===== config.mk =====
export PLATFORM = sky130hd
export DESIGN_NAME = fetch_unit_flat
export DESIGN_NICKNAME = d
export VERILOG_FILES = /design/src/rtl/mips_pkg.sv /design/src/rtl/fetch_unit_if.sv /design/src/rtl/fetch_npc.sv /design/src/rtl/fetch_unit.sv /design/src/flat_wrapper.sv
export SDC_FILE = /design/constraint.sdc
export NUM_CORES = 1
export LEC_CHECK = 0
export CORE_AREA = 2 2 158 114
export CTS_CLUSTER_DIAMETER = 200
export DETAILED_ROUTE_END_ITERATION = 8
export DIE_AREA = 0 0 160 116
export PLACE_DENSITY = 0.81
export SKIP_LAST_GASP = 1
export SLEW_MARGIN = 15
export SYNTH_ARGS = -nofsm -noshare
export SYNTH_HDL_FRONTEND = slang
export SYNTH_HIERARCHICAL = 1
export SYNTH_SLANG_ARGS = --single-unit

===== constraint.sdc =====
create_clock -name clk -period 4.15 [get_ports clk]
set_input_delay 0.6225 -clock clk [delete_from_list [all_inputs] [get_ports clk]]
set_output_delay 0.6225 -clock clk [all_outputs]
set_load 0.01 [all_outputs]

===== src/rtl/mips_pkg.sv =====
// Shared MIPS definitions: opcode/funct constants, fetch FSM state type and default reset PC.
package mips_pkg;

  localparam logic [5:0] OP_RTYPE = 6'd0;
  localparam logic [5:0] OP_J     = 6'd2;
  localparam logic [5:0] OP_JAL   = 6'd3;
  localparam logic [5:0] OP_BEQ   = 6'd4;
  localparam logic [5:0] FN_JR    = 6'd8;

  localparam logic [31:0] DEFAULT_RESET_PC = 32'h0000_0000;

  typedef enum logic [1:0] {
    StIdle,
    StFetch,
    StValid
  } fetch_state_e;

endpackage


===== src/rtl/fetch_unit_if.sv =====
// Bundle of instruction-memory handshake and decode-side signals for the fetch stage.
interface fetch_unit_if #(
  parameter int unsigned CNT_W = 32
);
  logic             imem_req;
  logic [31:0]      imem_addr;
  logic             imem_ack;
  logic [31:0]      imem_rdata;
  logic             instr_valid;
  logic [31:0]      instr;
  logic [5:0]       op;
  logic [5:0]       funct;
  logic [31:0]      pc_plus4;
  logic             instr_ready;
  logic             branch;
  logic             zero;
  logic [31:0]      branch_imm;
  logic             jump;
  logic             jr;
  logic [31:0]      jr_target;
  logic             misalign;
  logic [CNT_W-1:0] fetch_cnt;

  modport master (
    output imem_req, imem_addr, instr_valid, instr, op, funct, pc_plus4, misalign, fetch_cnt,
    input  imem_ack, imem_rdata, instr_ready, branch, zero, branch_imm, jump, jr, jr_target
  );

  modport slave (
    input  imem_req, imem_addr, instr_valid, instr, op, funct, pc_plus4, misalign, fetch_cnt,
    output imem_ack, imem_rdata, instr_ready, branch, zero, branch_imm, jump, jr, jr_target
  );
endinterface


===== src/rtl/fetch_npc.sv =====
// Next-PC selection: JR > J/JAL > taken branch > sequential.
module fetch_npc (
  input  logic [31:0] i_pc_plus4,
  input  logic [25:0] i_instr_idx,
  input  logic        i_jr,
  input  logic [31:0] i_jr_target,
  input  logic        i_jump,
  input  logic        i_branch,
  input  logic        i_zero,
  input  logic [31:0] i_branch_imm,
  output logic [31:0] o_next_pc,
  output logic        o_misalign
);

  always_comb begin
    o_next_pc  = i_pc_plus4;
    o_misalign = 1'b0;
    if (i_jr) begin
      o_next_pc  = {i_jr_target[31:2], 2'b00};
      o_misalign = |i_jr_target[1:0];
    end else if (i_jump) begin
      o_next_pc = {i_pc_plus4[31:28], i_instr_idx, 2'b00};
    end else if (i_branch && i_zero) begin
      o_next_pc = i_pc_plus4 + (i_branch_imm << 2);
    end
  end

endmodule


===== src/rtl/fetch_unit.sv =====
// Instruction-fetch stage: PC register, single-outstanding imem request FSM, decode handoff.
module fetch_unit
  import mips_pkg::*;
#(
  parameter logic [31:0] RESET_PC = DEFAULT_RESET_PC,
  parameter int unsigned CNT_W    = 32
) (
  input logic          clk,
  input logic          rst_n,
  fetch_unit_if.master bus
);

  fetch_state_e     r_state, w_state_d;
  logic [31:0]      r_pc, r_instr, r_pc_plus4;
  logic [31:0]      w_next_pc;
  logic             r_misalign, w_misalign_set;
  logic [CNT_W-1:0] r_fetch_cnt;
  logic             w_capture, w_accept;

  assign w_capture = (r_state == StFetch) && bus.imem_ack;
  assign w_accept  = (r_state == StValid) && bus.instr_ready;

  fetch_npc u_npc (
    .i_pc_plus4   (r_pc_plus4),
    .i_instr_idx  (r_instr[25:0]),
    .i_jr         (bus.jr),
    .i_jr_target  (bus.jr_target),
    .i_jump       (bus.jump),
    .i_branch     (bus.branch),
    .i_zero       (bus.zero),
    .i_branch_imm (bus.branch_imm),
    .o_next_pc    (w_next_pc),
    .o_misalign   (w_misalign_set)
  );

  always_comb begin
    w_state_d = r_state;
    unique case (r_state)
      StIdle:  w_state_d = StFetch;
      StFetch: if (bus.imem_ack) w_state_d = StValid;
      StValid: if (bus.instr_ready) w_state_d = StFetch;
      default: w_state_d = StIdle;
    endcase
  end

  always_ff @(posedge clk or negedge rst_n) begin
    if (!rst_n) begin
      r_state     <= StIdle;
      r_pc        <= RESET_PC;
      r_instr     <= 32'd0;
      r_pc_plus4  <= 32'd0;
      r_misalign  <= 1'b0;
      r_fetch_cnt <= '0;
    end else begin
      r_state <= w_state_d;
      if (w_capture) begin
        r_instr    <= bus.imem_rdata;
        r_pc_plus4 <= r_pc + 32'd4;
      end
      if (w_accept) begin
        r_pc        <= w_next_pc;
        r_fetch_cnt <= r_fetch_cnt + CNT_W'(1);
        // Sticky until reset: a bad JR target is reported once and never forgotten.
        if (w_misalign_set) r_misalign <= 1'b1;
      end
    end
  end

  assign bus.imem_req    = (r_state == StFetch);
  assign bus.imem_addr   = r_pc;
  assign bus.instr_valid = (r_state == StValid);
  assign bus.instr       = r_instr;
  assign bus.op          = r_instr[31:26];
  assign bus.funct       = r_instr[5:0];
  assign bus.pc_plus4    = r_pc_plus4;
  assign bus.misalign    = r_misalign;
  assign bus.fetch_cnt   = r_fetch_cnt;

endmodule


===== src/flat_wrapper.sv =====
// flat-port wrapper written by rule: the top's interface ports become plain ports
module fetch_unit_flat import mips_pkg::*;
#(
  parameter logic [31:0] RESET_PC = DEFAULT_RESET_PC,
  parameter int unsigned CNT_W    = 32
)
  (clk, rst_n, bus_imem_req, bus_imem_addr, bus_instr_valid, bus_instr, bus_op, bus_funct, bus_pc_plus4, bus_misalign, bus_fetch_cnt, bus_imem_ack, bus_imem_rdata, bus_instr_ready, bus_branch, bus_zero, bus_branch_imm, bus_jump, bus_jr, bus_jr_target);
  fetch_unit_if #(.CNT_W(CNT_W)) bus_i ();
  input logic clk;
  input logic rst_n;
  output wire logic [$bits(bus_i.imem_req)-1:0] bus_imem_req;
  output wire logic [$bits(bus_i.imem_addr)-1:0] bus_imem_addr;
  output wire logic [$bits(bus_i.instr_valid)-1:0] bus_instr_valid;
  output wire logic [$bits(bus_i.instr)-1:0] bus_instr;
  output wire logic [$bits(bus_i.op)-1:0] bus_op;
  output wire logic [$bits(bus_i.funct)-1:0] bus_funct;
  output wire logic [$bits(bus_i.pc_plus4)-1:0] bus_pc_plus4;
  output wire logic [$bits(bus_i.misalign)-1:0] bus_misalign;
  output wire logic [$bits(bus_i.fetch_cnt)-1:0] bus_fetch_cnt;
  input wire logic [$bits(bus_i.imem_ack)-1:0] bus_imem_ack;
  input wire logic [$bits(bus_i.imem_rdata)-1:0] bus_imem_rdata;
  input wire logic [$bits(bus_i.instr_ready)-1:0] bus_instr_ready;
  input wire logic [$bits(bus_i.branch)-1:0] bus_branch;
  input wire logic [$bits(bus_i.zero)-1:0] bus_zero;
  input wire logic [$bits(bus_i.branch_imm)-1:0] bus_branch_imm;
  input wire logic [$bits(bus_i.jump)-1:0] bus_jump;
  input wire logic [$bits(bus_i.jr)-1:0] bus_jr;
  input wire logic [$bits(bus_i.jr_target)-1:0] bus_jr_target;
  assign bus_imem_req = bus_i.imem_req;
  assign bus_imem_addr = bus_i.imem_addr;
  assign bus_instr_valid = bus_i.instr_valid;
  assign bus_instr = bus_i.instr;
  assign bus_op = bus_i.op;
  assign bus_funct = bus_i.funct;
  assign bus_pc_plus4 = bus_i.pc_plus4;
  assign bus_misalign = bus_i.misalign;
  assign bus_fetch_cnt = bus_i.fetch_cnt;
  assign bus_i.imem_ack = bus_imem_ack;
  assign bus_i.imem_rdata = bus_imem_rdata;
  assign bus_i.instr_ready = bus_instr_ready;
  assign bus_i.branch = bus_branch;
  assign bus_i.zero = bus_zero;
  assign bus_i.branch_imm = bus_branch_imm;
  assign bus_i.jump = bus_jump;
  assign bus_i.jr = bus_jr;
  assign bus_i.jr_target = bus_jr_target;
  fetch_unit #(.RESET_PC(RESET_PC), .CNT_W(CNT_W)) u_core (.clk(clk), .rst_n(rst_n), .bus(bus_i));
endmodule

# --- Word-level counts from Yosys, hierarchy flattened ---
# Index checks and enable logic that the tools add are counted.
classes:
  muxes: 7
  add_sub_neg: 3
  eq_ne: 4
  reduce_logical: 7
op_table:
  columns: ["cell", "count"]
  rows:
  - ["$mux 32", 3]
  - ["$add 32x1->32 const B", 1]
  - ["$add 32x3->32 const B", 1]
  - ["$add 32x32->32", 1]
  - ["$pmux 2 s3", 1]
  - ["$mux 2", 2]
  - ["$ne 2x1->1 const B", 2]
  - ["$reduce_and 2->1", 2]
  - ["$logic_and 1x1->1", 3]
  - ["$eq 2x1->1 const B", 1]
  - ["$eq 2x2->1 const B", 1]
  - ["$logic_not 2->1", 1]
  - ["$reduce_or 2->1", 1]
  - ["$mux 1", 1]
word_totals:
  out_inout_bits: 143
  input_bits: 104
  register_bits: 131

# --- Depth between registers and ports, before layout ---
depth:
  word_depth: 4
  mapped_depth: 13

# --- Modules after synthesis ---
# Netlist, hierarchy kept.
modules_own_cells:
  columns: ["mod", "area_each_um2", "cells_per_inst", "instances"]
  rows:
  - ["fetch_unit", 5715.5, 463, 1]
  - ["fetch_npc", 2285.9, 354, 1]

# --- Worst setup path before layout ---
# Ideal clock, no wire load.
synth_path:
  kind: "input port to flip-flop"
  from: "in bus_branch_imm[0]"
  to: "reg u_core.r_pc[30], in the netlist u_core/bus.imem_addr[30]"
  arrival_time_ps: 3290
  required_ps: 4025
  cell_stages: 12
  setup_time_ps: 125
  setup_slack_ps: 736
  path_buffers: 0
  cell_sequence: "ha_1 > fa_1 > a21o_1 > a311o_1 > a211o_1 > a2111oi_4 > nor2_1 > a221oi_2 > xnor2_1 > mux2i_1 > o21ai_1 > mux2_2"
synth_between:
  elab_chain_len: 4
synth_lines:
  columns: ["element", "line_no", "rtl"]
  rows:
  - ["start: declaration", "flat_wrapper.sv:25", "input wire logic [$bits(bus_i.branch_imm)-1:0] bus_branch_imm;"]
  - ["$add 32x32->32", "fetch_npc.sv:24", "o_next_pc = i_pc_plus4 + (i_branch_imm << 2);"]
  - ["$mux 32", "fetch_npc.sv:23", "end else if (i_branch && i_zero) begin"]
  - ["$mux 32", "fetch_npc.sv:21", "end else if (i_jump) begin"]
  - ["$mux 32", "fetch_npc.sv:18", "if (i_jr) begin"]
  - ["named net u_core.w_next_pc[30]", "fetch_unit.sv:15", "logic [31:0] w_next_pc;"]
  - ["end signal: assignment", "fetch_unit.sv:61", "r_pc <= w_next_pc;"]
  - ["end: declaration", "fetch_unit.sv:14", "logic [31:0] r_pc, r_instr, r_pc_plus4;"]
# The timed path passes the listed nets, and every way through them passes these cells.
# A chain may end at the register's enable or synchronous reset.

# --- Worst setup path after layout ---
# Same ends and word-level chain as after synthesis.

==> results.toml <==
[sta]
fin_skew_ns = 0.00939
final.setup.tns_ns = 0
slew_headroom = 0.339
grt_setup_unrepaired = "false"
finalCritPeriodShare = 0.892
setup_viol = 0
hold_viol = 0
drv_slew = 0
holdWs_ns = 0.332
tightest_slew_ns = 0.991
min_period_ns = 3.70
max_freq_mhz = 270

[floorplanning]
fp.dieH_um = 116
start_util = 0.473
die_x_um = 160
row_count = 40
die_area_mm2 = 0.0186
coreArea_mm2 = 0.0169
ioPinCount = 247

[placement]
finalWeightedCongestion = 0.943
port_buffers = 244
placed_cells = 1255
dp_hpwl_um = 18600

[hold_path]
worstHoldPathType = "input pin to async pin"

[cts]
cts_tree = "done"
cts.sinks = 131
cts-root-buf = "clkbuf_16"
h-tree-depth = 4
cts_buffers = 17
clock_latency_ns = 0.42
cts_setup_buffers = 0
cts_hold_buf = 0
clk_pin_slew_ns = 0.06
ctsResizeCount = 0
clock_path_buffers = 2

[logic_synthesis]
syn_inst = 817
syn_area_per_cell_um2 = 9.79
synth_top_family_by_area = "simple AND/OR/NAND/NOR gates"
synth_compound_area_frac = 0.145
syn_nets = 953
synth-main-ff-cell = "dfrtp_1"
async_flop_share = 1.00
synthSimpleGateAreaFrac = 0.161
synth_edf_count = 0
synth.distinct_cells = 67
ys_ff_latch = 131
synthAdderAreaFrac = 0.0510
yosys_warnings = 6
synth_area_mm2 = 0.00800
synth_xor_area_frac = 0.0909
synthMuxAreaShare = 0.106
yosysSeqAreaShare = 0.410

[job]
cap_violations = 0

[route]
ant_nets = 0
dr.pass1.iters = 5
via_count = 7370
dr.first_iter.drc_count = 813
wl_per_cell_um = 19.4
drt_wl_total_um = 25000
vias_per_cell = 5.73
drc_errors = 0

[power]
p_per_area_mw_per_mm2 = 682
ir_worst_vdd_v = 0.000395
p_leak_nw = 4.77

[global_routing]
grt_pass1_wl_um = 39200
grt.overflow.total = 0
gr-usage-all-layers = 0.271
antenna_found_initial = 1
grt_pass1_vias = 7046
grt_max_degree = 110

[worst_setup_path]
cp_max_fo = 4
rr_endpoint = "u_core/bus.imem_addr[30]"
crit_type = "input pin to register"
path_buf_inv = 1
critPathTopFamily = "compound AO/OA/AOI/OAI gates"
cp-end-kind = "register"
crit_path_cell_trace = "clkdlybuf4s50_1 > ha_1 > fa_1 > a21o_1 > a311o_1 > a211o_1 > a2111oi_4 > nor2_1 > a221oi_2 > xnor2_1 > mux2i_1 > o21ai_1 > mux2_2"
reg2reg_from = "u_core/bus.pc_plus4[2]"
arrival_ns = 4.01
cp_slowest_cell = "clkdlybuf4s50_1"
critPathMaxStageDelay_ns = 0.41
startpoint_type = "input pin"
cp.required_ns = 4.46
r2r_setup_slack_ns = 0.63
reg2regPathDepth = 12

[finish]
most-common-layout-cells = "clkdlybuf4s50_1 (243), dfrtp_1 (131), nand2_1 (108)"
layoutNonFillerInstCount = 1287
mostFrequentLayoutCell = "clkdlybuf4s50_1"
layout.nets = 1179
diodes = 0
area_growth_pct = 39.9
drive_above_1_share = 0.122

[status]
status = "completed"
==> through the flow <==
stage	utilization	area, µm²	power, mW	setup WS, ns
6_report	0.662	11200	7.63	0.448
3_5_place_dp	0.625	10600	5.98	0.0513
2_1_floorplan	-	8000	4.27	0.736
4_1_cts	0.662	11200	7.62	0.481
5_1_grt	0.662	11200	8.08	0.351
3_3_place_gp	0.625	10600	5.88	0.0454
==> worst register-to-register path: cells and delay by family, from the launching register on <==
| family | cells | cell delay (ns) |
|---|---|---|
| flip-flops | 1 | 0.41 |
| AND/OR/NAND/NOR | 1 | 0.14 |
| XOR/XNOR | 1 | 0.10 |
| multiplexers | 2 | 0.41 |
| adder cells (fa/ha/maj) | 2 | 0.65 |
| AO/OA/AOI/OAI | 6 | 1.71 |
==> how the worst max path moves through the flow <==
stage	start	to	slack [ns]	depth (start not counted)
global placement	bus_branch_imm[0]	u_core/bus.imem_addr[30]	0.05	13
global route	bus_branch_imm[0]	u_core/bus.imem_addr[30]	0.35	13
floorplan	bus_branch_imm[0]	u_core/bus.imem_addr[30]	0.74	12
detailed placement	bus_branch_imm[0]	u_core/bus.imem_addr[30]	0.05	13
finish	bus_branch_imm[0]	u_core/bus.imem_addr[30]	0.45	13
CTS	bus_branch_imm[0]	u_core/bus.imem_addr[30]	0.48	13
==> cell families after synthesis <==
group,Yosys count
simple gates,247
flops,131
mux,76
fa+ha+maj,32
buf+inv,60
compound gates,188
xor+xnor,83
==> state kept, by name, summed over array words and instances, names as in the netlist <==
register / cells
u_core/bus.fetch_cnt: 32
u_core/bus.instr: 32
u_core/bus.pc_plus4: 32
u_core/r_state: 2
u_core/bus.imem_addr: 32
u_core/bus.misalign: 1
==> final cells by class <==
class                   count  area [µm²]
fillers                  1362        5720
multi-input cells         626        4430
flip-flops and latches    131        3280
repair buffers            255        2530
clock buffers              22         484
well taps                 231         289
clock inverters            10         145
inverters                  12        45.0
==> cell usage after synthesis, drive strengths merged, types with 9 or more instances <==
cell | number | area [µm²]
nor2 | 25 | 93.8
o21ai | 67 | 335
and3 | 13 | 83.8
a21oi | 48 | 240
inv | 12 | 45.0
xor2 | 32 | 280
xnor2 | 51 | 447
clkbuf | 26 | 98.8
nand2 | 108 | 405
ha | 31 | 388
nand4 | 20 | 140
nand3 | 32 | 165
nor3 | 11 | 66.3
buf | 22 | 151
dfrtp | 131 | 3280
a21o | 18 | 135
mux2 | 68 | 766
and2 | 9 | 56.3
==> routing by layer <==
layer,track usage,vias to the layer above,part of all wire
met5,0,-,0.00028
met4,0.0763,2,0.023
met3,0.104,55,0.11
met2,0.396,362,0.43
met1,0.377,3580,0.44
li1,-,3371,-
==> power breakdown <==
part | switching [mW] | total [mW] | internal [mW] | leakage [nW]
registers | 0.621 | 2.36 | 1.74 | 1.66
logic | 1.70 | 3.67 | 1.97 | 2.81
clock network | 0.585 | 1.60 | 1.02 | 0.304
total | 2.90 | 7.63 | 4.73 | 4.77
(Power assumes the default switching activity.)
